--- src/rtl/div_unit_if.sv ---
// Divider request/result bundle between the EX stage and the multi-cycle divider.
// The master is the EX stage; the slave is the divider.
interface div_unit_if #(
  parameter int XLEN = 32
);
  logic            start;
  logic            kill;
  logic [1:0]      op;
  logic [XLEN-1:0] operand_a;
  logic [XLEN-1:0] operand_b;
  logic            stall;
  logic            result_valid;
  logic [XLEN-1:0] result;

  modport master (
    output start, kill, op, operand_a, operand_b,
    input  stall, result_valid, result
  );

  modport slave (
    input  start, kill, op, operand_a, operand_b,
    output stall, result_valid, result
  );
endinterface

--- src/rtl/div_unit.sv ---
// Radix-2 restoring RV32M divider (DIV/DIVU/REM/REMU), one quotient bit per cycle.
// Normal latency XLEN+1 cycles to result_valid, 1 cycle for divide-by-zero/overflow; stalls upstream meanwhile.
module div_unit #(
  parameter int XLEN = 32
) (
  input  logic       clk,
  input  logic       rst,
  div_unit_if.slave  dif
);
  localparam int CW = $clog2(XLEN);

  typedef enum logic [1:0] {IDLE, CALC, DONE} state_t;

  state_t          state_q;
  logic [CW-1:0]   cnt_q;
  logic [XLEN-1:0] quo_q, rem_q, dvs_q;
  logic [1:0]      op_q;
  logic            neg_quo_q, neg_rem_q;
  logic [XLEN-1:0] result_q;
  logic            result_valid_q;

  logic            signed_op, a_neg, b_neg, div_zero, ovf;
  logic [XLEN-1:0] abs_a, abs_b, special_res;
  logic [XLEN:0]   trial;
  logic [XLEN-1:0] rem_nxt, quo_nxt, q_fin, r_fin;

  assign signed_op = ~dif.op[0];
  assign a_neg     = signed_op & dif.operand_a[XLEN-1];
  assign b_neg     = signed_op & dif.operand_b[XLEN-1];
  assign abs_a     = a_neg ? (~dif.operand_a + 1'b1) : dif.operand_a;
  assign abs_b     = b_neg ? (~dif.operand_b + 1'b1) : dif.operand_b;
  assign div_zero  = (dif.operand_b == '0);
  assign ovf       = signed_op && (dif.operand_a == {1'b1, {(XLEN-1){1'b0}}})
                     && (dif.operand_b == '1);

  // Divide-by-zero and overflow results bypass the iteration entirely.
  always_comb begin
    special_res = '0;
    if (div_zero)
      special_res = dif.op[1] ? dif.operand_a : '1;
    else
      special_res = dif.op[1] ? '0 : {1'b1, {(XLEN-1){1'b0}}};
  end

  // Shift in the next dividend bit and trial-subtract; a clear borrow commits.
  assign trial = {rem_q, quo_q[XLEN-1]} - {1'b0, dvs_q};

  always_comb begin
    if (!trial[XLEN]) begin
      rem_nxt = trial[XLEN-1:0];
      quo_nxt = {quo_q[XLEN-2:0], 1'b1};
    end else begin
      rem_nxt = {rem_q[XLEN-2:0], quo_q[XLEN-1]};
      quo_nxt = {quo_q[XLEN-2:0], 1'b0};
    end
  end

  assign q_fin = neg_quo_q ? (~quo_nxt + 1'b1) : quo_nxt;
  assign r_fin = neg_rem_q ? (~rem_nxt + 1'b1) : rem_nxt;

  assign dif.stall        = !dif.kill && (((state_q == IDLE) && dif.start) || (state_q == CALC));
  assign dif.result_valid = result_valid_q;
  assign dif.result       = result_q;

  always_ff @(posedge clk or posedge rst) begin
    if (rst) begin
      state_q        <= IDLE;
      cnt_q          <= '0;
      quo_q          <= '0;
      rem_q          <= '0;
      dvs_q          <= '0;
      op_q           <= '0;
      neg_quo_q      <= 1'b0;
      neg_rem_q      <= 1'b0;
      result_q       <= '0;
      result_valid_q <= 1'b0;
    end else if (dif.kill) begin
      state_q        <= IDLE;
      result_valid_q <= 1'b0;
    end else begin
      case (state_q)
        IDLE: begin
          result_valid_q <= 1'b0;
          if (dif.start) begin
            op_q      <= dif.op;
            quo_q     <= abs_a;
            rem_q     <= '0;
            dvs_q     <= abs_b;
            neg_quo_q <= a_neg ^ b_neg;
            neg_rem_q <= a_neg;
            if (div_zero || ovf) begin
              state_q        <= DONE;
              result_q       <= special_res;
              result_valid_q <= 1'b1;
            end else begin
              state_q <= CALC;
              cnt_q   <= CW'(XLEN-1);
            end
          end
        end
        CALC: begin
          rem_q <= rem_nxt;
          quo_q <= quo_nxt;
          if (cnt_q == '0) begin
            state_q        <= DONE;
            result_q       <= op_q[1] ? r_fin : q_fin;
            result_valid_q <= 1'b1;
          end else begin
            cnt_q <= cnt_q - 1'b1;
          end
        end
        DONE: begin
          state_q        <= IDLE;
          result_valid_q <= 1'b0;
        end
        default: begin
          state_q        <= IDLE;
          result_valid_q <= 1'b0;
        end
      endcase
    end
  end
endmodule

--- src/flat_wrapper.sv ---
// flat-port wrapper written by rule: the top's interface ports become plain ports
module div_unit_flat 
#(
  parameter int XLEN = 32
)
  (clk, rst, dif_start, dif_kill, dif_op, dif_operand_a, dif_operand_b, dif_stall, dif_result_valid, dif_result);
  div_unit_if #(.XLEN(XLEN)) dif_i ();
  input  logic clk;
  input  logic rst;
  input wire logic [$bits(dif_i.start)-1:0] dif_start;
  input wire logic [$bits(dif_i.kill)-1:0] dif_kill;
  input wire logic [$bits(dif_i.op)-1:0] dif_op;
  input wire logic [$bits(dif_i.operand_a)-1:0] dif_operand_a;
  input wire logic [$bits(dif_i.operand_b)-1:0] dif_operand_b;
  output wire logic [$bits(dif_i.stall)-1:0] dif_stall;
  output wire logic [$bits(dif_i.result_valid)-1:0] dif_result_valid;
  output wire logic [$bits(dif_i.result)-1:0] dif_result;
  assign dif_i.start = dif_start;
  assign dif_i.kill = dif_kill;
  assign dif_i.op = dif_op;
  assign dif_i.operand_a = dif_operand_a;
  assign dif_i.operand_b = dif_operand_b;
  assign dif_stall = dif_i.stall;
  assign dif_result_valid = dif_i.result_valid;
  assign dif_result = dif_i.result;
  div_unit #(.XLEN(XLEN)) u_core (.clk(clk), .rst(rst), .dif(dif_i));
endmodule
--- config.mk ---
export PLATFORM = sky130hd
export DESIGN_NAME = div_unit_flat
export DESIGN_NICKNAME = d
export VERILOG_FILES = /design/src/rtl/div_unit_if.sv /design/src/rtl/div_unit.sv /design/src/flat_wrapper.sv
export SDC_FILE = /design/constraint.sdc
export NUM_CORES = 1
export LEC_CHECK = 0
export CAP_MARGIN = 10
export CORE_UTILIZATION = 50
export DETAILED_ROUTE_END_ITERATION = 16
export HOLD_SLACK_MARGIN = 0.12
export PLACE_DENSITY = 0.71
export SLEW_MARGIN = 20
export SYNTH_ARGS = -nofsm -noshare
export SYNTH_HDL_FRONTEND = slang
export SYNTH_SLANG_ARGS = --single-unit
--- constraint.sdc ---
create_clock -name clk -period 12.6 [get_ports clk]
set_input_delay 1.89 -clock clk [delete_from_list [all_inputs] [get_ports clk]]
set_output_delay 1.89 -clock clk [all_outputs]
set_load 0.05 [all_outputs]
**Word level (Yosys, flattened, before mapping)**

Cells that the tools add are included.

- $add $sub $neg: 6
- Eq/ne operators: 10
- Multiplexer cells: 32
- Bitwise operators: 9
- Reduce and logical (&&, ||, !) cells: 16

Operator list:

| operator | count |
|---|---|
| $mux W32 | 14 |
| $pmux W32 S2 | 3 |
| $add A32 B1 Y32 const B | 4 |
| $not A32 Y32 | 4 |
| $eq A32 B32 Y1 const B | 2 |
| $sub A33 B32 Y33 | 1 |
| $logic_not A32 Y1 | 1 |
| $mux W5 | 3 |
| $ne A2 B2 Y1 const B | 5 |
| $pmux W5 S2 | 1 |
| $reduce_and A5 Y1 | 2 |
| $mux W2 | 4 |
| $ne A3 B3 Y1 const B | 2 |
| $reduce_and A3 Y1 | 2 |
| $logic_not A5 Y1 | 1 |
| $mux W1 | 5 |
| $sub A5 B1 Y5 const B | 1 |
| $logic_and A1 B1 Y1 | 4 |
| $pmux W2 S2 | 1 |
| $and A1 B1 Y1 | 2 |
| $eq A2 B1 Y1 const B | 1 |
| $logic_not A2 Y1 | 1 |
| $logic_or A1 B1 Y1 | 2 |
| $not A1 Y1 | 2 |
| 5 further kinds | 5 |

- Register bits after elaboration: 140
- Output and inout bits: 34

**Depth between registers and ports, before layout**

Gate-level depths: netlist of the first run.

- Depth after elaboration: 8
- Gate-level depth with buffers: 25
- Mapped depth without buffers: 22

**Least setup slack after synthesis of the first run**

No wires, ideal clock.

- Path type: reg2reg
- Start: register u_core.quo_q[31]
- End: register u_core.result_q[30] (netlist: u_core.dif.result[30])
- Arrival time: 5.448 ns
- Required time: 12.474 ns
- Path slack: 7.026 ns
- Cell stages (with the launch flop): 26
- Buffers on the path: 3
- Clock period less this slack: 5.574 ns
- Cell sequence: dfrtp_1 inv_1 ha_1 fa_1 nand2b_1 a21o_1 a21o_1 o41ai_4 a31oi_4 xnor2_4 inv_4 clkbuf_1 clkbuf_1 buf_2 nor2_1 a21oi_1 ha_1 nand2_1 or3_1 inv_1 mux2i_1 or4b_4 or2_1 o41ai_2 xnor2_1 o21ai_1

- Longest elaborated chain between the ends: 8

RTL lines:

| what | RTL line | source |
|---|---|---|
| from (decl) | div_unit.sv:16 | `logic [XLEN-1:0] quo_q, rem_q, dvs_q;` |
| from (signal assigned) | div_unit.sv:86 | `quo_q <= abs_a;` |
| from (signal assigned) | div_unit.sv:103 | `quo_q <= quo_nxt;` |
| $sub A33 B32 Y33 | div_unit.sv:46 | `assign trial = {rem_q, quo_q[XLEN-1]} - {1'b0, dvs_q};` |
| $mux W1 or $mux W32 (tied branches) | div_unit.sv:49 | `if (!trial[XLEN]) begin` |
| $not A32 Y32, on equally long branches | div_unit.sv:58, div_unit.sv:59 |  |
| $add A32 B1 Y32, on equally long branches | div_unit.sv:58, div_unit.sv:59 |  |
| $mux W32, on equally long branches | div_unit.sv:58, div_unit.sv:59 |  |
| $mux W32 * | div_unit.sv:106 | `result_q <= op_q[1] ? r_fin : q_fin;` |
| $mux W32 * | div_unit.sv:104 | `if (cnt_q == '0) begin` |
| $pmux W32 S2 * | div_unit.sv:81 | `case (state_q)` |
| to (signal assigned) | div_unit.sv:93 | `result_q <= special_res;` |
| to (signal assigned) | div_unit.sv:106 |  |
| to (decl) | div_unit.sv:19 | `logic [XLEN-1:0] result_q;` |

Every way passes the cells marked *; elsewhere a longest branch is shown, timed or not. The select of a mux whose other input is x is not followed.
A chain may end at the register's enable or synchronous reset.

**Final worst setup path of the first run**

- Start: input dif_operand_b[8]
- End: register u_core.result_q[29] (netlist: u_core.dif.result[29])

- Longest elaborated chain between the ends: 5

RTL lines:

| what | RTL line | source |
|---|---|---|
| from (decl) | flat_wrapper.sv:14 | `input wire logic [$bits(dif_i.operand_b)-1:0] dif_operand_b;` |
| $logic_not A32 Y1 or $eq A32 B32 Y1 (tied branches) | div_unit.sv:32, div_unit.sv:34 |  |
| $mux W32 or $logic_and A1 B1 Y1 (tied branches) | div_unit.sv:39, div_unit.sv:34 |  |
| $mux W32 or $logic_or A1 B1 Y1 (tied branches) | div_unit.sv:91 | `if (div_zero \|\| ovf) begin` |
| $mux W32 or $ne A2 B2 Y1 (tied branches) | n/a |  |
| $pmux W32 S2 or $reduce_and A5 Y1 (tied branches) | n/a |  |

Parallel ways exist; a longest one is shown, timed or not. The select of a mux whose other input is x is not followed.

==> results of run 1 <==
-- through the flow --
stage	util (%)	std cells	setup slack [ps]	total power [µW]	cell area, µm²
after global placement	56.95	1794	6216	2426	12580
after floorplan	-	1476	6985	1987	11390
after global routing	59.81	1826	5961	3227	13210
after detailed placement	56.95	1794	6059	2444	12580
final	59.81	1826	6360	3018	13210
after CTS	59.81	1826	6487	3003	13210
-- power breakdown --
group,total (µW),internal [µW],switching (µW)
clock network,550,338,212
registers,718,571,147
logic,1750,646,1100
-- routing by layer --
layer	routed length, µm	vias to the layer above	part of all wire, %
met5	0	-	0
met4	832	0	2.5
met1	15340	5362	45
li1	-	5428	-
met3	2134	61	6.3
met2	15610	379	46
-- logic make-up (layout without fill, tap and decap cells) --
kind of cell             after synthesis  after routing  share of synthesized area [%]
multiplexers                          25             25                          2.307
buffers and inverters                136            206                          4.624
AND/OR/NAND/NOR                      493            493                          20.57
adder cells (fa/ha/maj)               40             40                          4.460
XOR/XNOR                             131            131                          10.24
AO/OA/AOI/OAI                        512            512                          27.26
flip-flops                           139            139                          30.54
-- sequential cells by signal, summed over array words and instances, names as in the netlist, 2 cells and up --
name / count
u_core.dvs_q: 32
u_core.dif.result: 32
u_core.cnt_q: 5
u_core.quo_q: 32
u_core.state_q: 2
u_core.rem_q: 32
-- final cells by class --
cell class,count,share of cell area (%)
well taps,280,2.651
flip-flops and latches,139,26.32
repair buffers,113,8.370
multi-input cells,1201,56.08
inverters,61,1.790
clock inverters,13,1.430
clock buffers,19,3.352
-- worst max-delay path: cells and delay by family --
| family | cells | cell delay, ps |
|---|---|---|
| simple gates | 6 | 2290 |
| buf+inv | 3 | 1250 |
| compound gates | 5 | 1070 |
-- path summary, 6_finish.rpt --
path                                   from                     to  slack [ps]  depth (start not counted)
max                        dif_operand_b[8]  u_core.dif.result[29]        6360                         14
min                         u_core.cnt_q[0]        u_core.cnt_q[0]         490                          1
max reg2reg                u_core.quo_q[31]  u_core.dif.result[12]        6570                         22
min reg2reg                 u_core.cnt_q[0]        u_core.cnt_q[0]         490                          1
max in group asynchronous               rst        u_core.dvs_q[2]        9380                          3
min in group asynchronous               rst       u_core.quo_q[23]        1960                          2
-- placed cells by master, fill, tap and decap left out, types with 39 or more instances in the layout --
cell type,netlist,final
clkdlybuf4s50_1,0,103
inv_1,57,56
a21oi_1,157,157
dfrtp_1,139,139
nand2_1,162,162
nor2_1,154,153
xnor2_1,65,65
o21ai_0,169,169
ha_1,39,39
xor2_1,65,65
==> out/results.txt, run 1 <==
fin crit period: 6240 ps
Synth cell types: 85
die span in x: 152.9 µm
DPL Wire Length: 25.38 mm
Cell Chain, Critical Path: clkdlybuf4s50_1 -> or4_1 -> nor4_1 -> and2b_1 -> nand3_1 -> or2_2 -> nor2b_1 -> a21oi_1 -> a211o_1 -> buf_4 -> inv_2 -> o21ai_0 -> a21oi_1 -> o22ai_1
CTS tree: built
die area: 23390 µm²
DRT Pass-1 Iters: 5
FF+latch count, synth: 139
post-synth top area cell: dfrtp_1
via count: 11230
post-CTS resize count: 0
Min Hold Slack: 492.2 ps
Num CTS Buffers: 17
final layout net count: 1643
Top FF cell, synth: dfrtp_1
met3 Use GR: 4.735%
ANT cells: 0
EDFF count, synth: 0
max incr delay on CP: 700 ps
Die Height: 152.9 µm
Post-Syn Area: 11390 µm²
max-capacitance violation count: 0
row count: 54
power per cell area: 228.4 nW/µm²
vias in the first global route: 10405
gpl congestion: 0.9210
Post-CTS Repair Setup Buffers: 0
sequential area share after synthesis: 30.54%
YS warnings: 0
Max-slew headroom: 29.20%
Sink Count: 139
Static Leak: 0.005378 µW
Port-buffer cells: 103
final cycle utilization of the critical path: 49.52%
Synth area leaders: dfrtp_1 31%, o21ai_0 7.4%, a21oi_1 6.9%
starting density of the core: 51.56%
CTS root buffer: clkbuf_16
kind of critical path: in2reg
setup tns final: 0 ps
fmax: 0.1603 GHz
largest net degree at the start of global routing: 98
GRT overflow: 0
Hold Fails Final Rpt: 0
global-route wire length before repair: 55.43 mm
Slew Viols, Final: 0
initial antenna violation count: 0
core area: 22090 µm²
met2 Usage GRT: 47.01%
clk slew on worst S/H paths: 60 ps
register area: 3478 µm²
Finish-stage setup viols: 0
Critical Path RT: 12910 ps
critical path's slowest cell: nor2b_1
cell mode on critical path: a21oi_1
met1 GRT Util: 41.75%
commonest cells in the netlist: 169 x o21ai_0, 162 x nand2_1, 157 x a21oi_1
WL final: 33.92 mm
All-Layer GR Usage: 29.78%
H-tree depth reported by CTS: 4
Gate Count Post-Synth: 1476
syn nets: 1586
crit path max fanout: 37
Multi-input gate area: 7411 µm²
share of cells above drive strength 1: 4.722%
unrepaired setup endpoints after global routing: no
maximum VDD drop: 0.1387 mV
Max clock buf depth: 2
DR DRC count: 0
status: completed
crit path launch type: input pin
post-synth top area share: 30.54%
IO Pins: 104
Hold Path Class: reg2reg
CP arrival: 6550 ps
hold_buf cts: 0
Critical Path End Type: flip-flop
DRT iter0 DRCs: 874
Final Skew: 11.85 ps
post-route ant nets: 0
clk_lat worst skew: 430 ps
busiest layer in global routing: met2
Fill cells: 2032
Synth-to-Final Area Change: 16.00%
Syn Area/Cell: 7.717 µm²
most numerous cell in the Yosys netlist: o21ai_0
Worst Max-Slew Pin Slew: 1047 ps
vias per inst: 6.150
WL per Instance: 18.58 µm
ys async rst share: 100.0%
(Power assumes the default switching activity.)
==> run 2: changes to the inputs <==
Clock period 12.6 ns to 6.3 ns, I/O delays scaled along.
==> run 2 against run 1 <==
  * First-iteration DRC count down 15%
  * Register-to-register slack got worse by 5700 ps
  * Flip-flop and latch count unchanged
  * Final cell count increased by 0.27%
  * Sequential share of layout area barely moved
  * Cell area increased by 0.19%
  * Global-route usage is 0.14 points higher
  * Die area stayed put
  * Via count down 0.81%
==> out/results.txt, run 2 (synthesized netlist as in run 1, its figures left out) <==
Finish-stage setup viols: 0
Flop pwr share: 23.9%
post-CTS resize count: 0
Fill cells: 2034
via count: 11139
commonest non-fill, non-tap cell in the layout: o21ai_0
pre-CTS setup slack: 961.8 ps
commonest non-fill, non-tap cells in the layout: 169 x o21ai_0, 162 x nand2_1, 157 x a21oi_1, 153 x nor2_1, 139 x dfrtp_1
share of cells above drive strength 1: 5.029%
H-tree depth reported by CTS: 4
global-route wire length before repair: 55.78 mm
gpl congestion: 0.9332
kind of critical path: reg2reg
IO Pins: 104
Hold Path Class: reg2reg
Port-buffer cells: 103
Sink Count: 139
crit path max fanout: 5
core area: 22090 µm²
Critical Path End Type: flip-flop
Synth-to-Final Area Change: 16.22%
max-capacitance violation count: 0
Inst Count DP: 1800
clk slew on worst S/H paths: 60 ps
DR DRC count: 0
final layout net count: 1649
setup tns final: 0 ps
Cell Area, Placed: 12630 µm²
met3 wire len: 2.067 mm
clk_lat worst skew: 430 ps
Cell Chain, Critical Path: inv_1 -> ha_1 -> fa_1 -> nand2b_1 -> a21o_1 -> a21o_1 -> o41ai_4 -> a31oi_4 -> xnor2_4 -> inv_4 -> a21oi_1 -> ha_1 -> nand2_1 -> or3_1 -> inv_1 -> mux2i_1 -> or4b_4 -> nor4b_4 -> a41o_1 -> xor2_1 -> o21ai_1
fin crit period: 5474 ps
crit path buf inv count: 3
vias per inst: 6.084
maximum VDD drop: 0.2222 mV
hold_buf cts: 0
final cycle utilization of the critical path: 86.90%
Internal: 3096 µW
vias in the first global route: 10544
starting density of the core: 51.56%
Die Height: 152.9 µm
row count: 54
unrepaired setup endpoints after global routing: no
Switching Share: 48.62%
die area: 23390 µm²
initial antenna violation count: 0
top sig layer: met4
ANT cells: 0
Logic pwr share: 58.3%
DRT met1 WL: 15.64 mm
Min Hold Slack: 479.2 ps
Critical Path RT: 6610 ps
power per cell area: 455.2 nW/µm²
Worst Max-Slew Pin Slew: 988.9 ps
Clk network pwr share: 17.8%
WL final: 34.49 mm
Final Skew: 6.532 ps
post-route ant nets: 0
fmax: 0.1827 GHz
Max clock buf depth: 2
Max-slew headroom: 33.94%
Net Sw Power: 2930 µW
routed wl met2: 16.09 mm
Post-CTS Repair Setup Buffers: 0
largest net degree at the start of global routing: 96
Hold Fails Final Rpt: 0
die span in x: 152.9 µm
CP arrival: 5790 ps
critical path's slowest cell: or4b_4
GRT overflow: 0
Post-Layout Cell Count: 1831
CTS root buffer: clkbuf_16
final instance area: 13240 µm²
worst setup margin: 825.5 ps
status: completed
CP delay by family, top: compound AO/OA/AOI/OAI gates
max incr delay on CP: 570 ps
WL per Instance: 18.84 µm
DRT iter0 DRCs: 741
DPL Wire Length: 25.79 mm
DRT Pass-1 Iters: 5
Static Leak: 0.005398 µW
All-Layer GR Usage: 29.93%
Slew Viols, Final: 0
CTS tree: built
Num CTS Buffers: 17
crit path launch type: flip-flop
## run 2: layout make-up
type	count	area [µm²]	share of cell area, %
Multi-Input combinational cell	1201	7411	55.98
Tap cell	280	350.3	2.646
Sequential cell	139	3478	26.27
Clock buffer	21	470.5	3.554
Clock inverter	10	141.4	1.068
Inverter	61	236.5	1.786
Timing Repair Buffer	119	1151	8.695
## run 2: worst paths after layout
kind	start	to	slack, ps	depth (start not counted)
worst max register to register	u_core.quo_q[31]	u_core.dif.result[24]	830	21
max in group asynchronous	rst	u_core.rem_q[8]	3970	3
min in group asynchronous	rst	u_core.quo_q[26]	1050	2
worst min-delay path	u_core.dif.result[17]	u_core.dif.result[17]	480	1
worst min register to register	u_core.dif.result[17]	u_core.dif.result[17]	480	1
worst max-delay path	u_core.quo_q[31]	u_core.dif.result[24]	830	21
## run 2: per-layer routing
| layer | track usage (%) | up-vias |
|---|---|---|
| met3 | 5.557 | 45 |
| met4 | 8.658 | 0 |
| met2 | 48.32 | 367 |
| met1 | 40.86 | 5310 |
| met5 | 0 | - |
| li1 | - | 5417 |
## run 2: stage by stage
stage / total power [µW] / util, %
2_1_floorplan: 3974 / -
3_3_place_gp: 4866 / 57.15
3_5_place_dp: 4902 / 57.15
4_1_cts: 5989 / 59.92
5_1_grt: 6420 / 59.92
6_report: 6026 / 59.92
## run 2: worst register-to-register path: stages, from the launching register on
cell and delay [ps]:
dfrtp_1 390, inv_1 80, ha_1 210, fa_1 390, nand2b_1 190, a21o_1 190
a21o_1 220, o41ai_4 470, a31oi_4 210, xnor2_4 310, inv_4 50, a21oi_1 260
ha_1 240, nand2_1 70, or3_1 370, inv_1 60, mux2i_1 120, or4b_4 570
nor4b_4 430, a41o_1 250, xor2_1 170, o21ai_1 80
## run 2: power groups by stage
stage,sequential (µW),clock (µW),combinational [µW]
after floorplan,1590,0,2390
after global placement,1440,0,3420
after detailed placement,1450,0,3460
after CTS,1430,1070,3480
after global routing,1470,1110,3840
final,1440,1070,3520
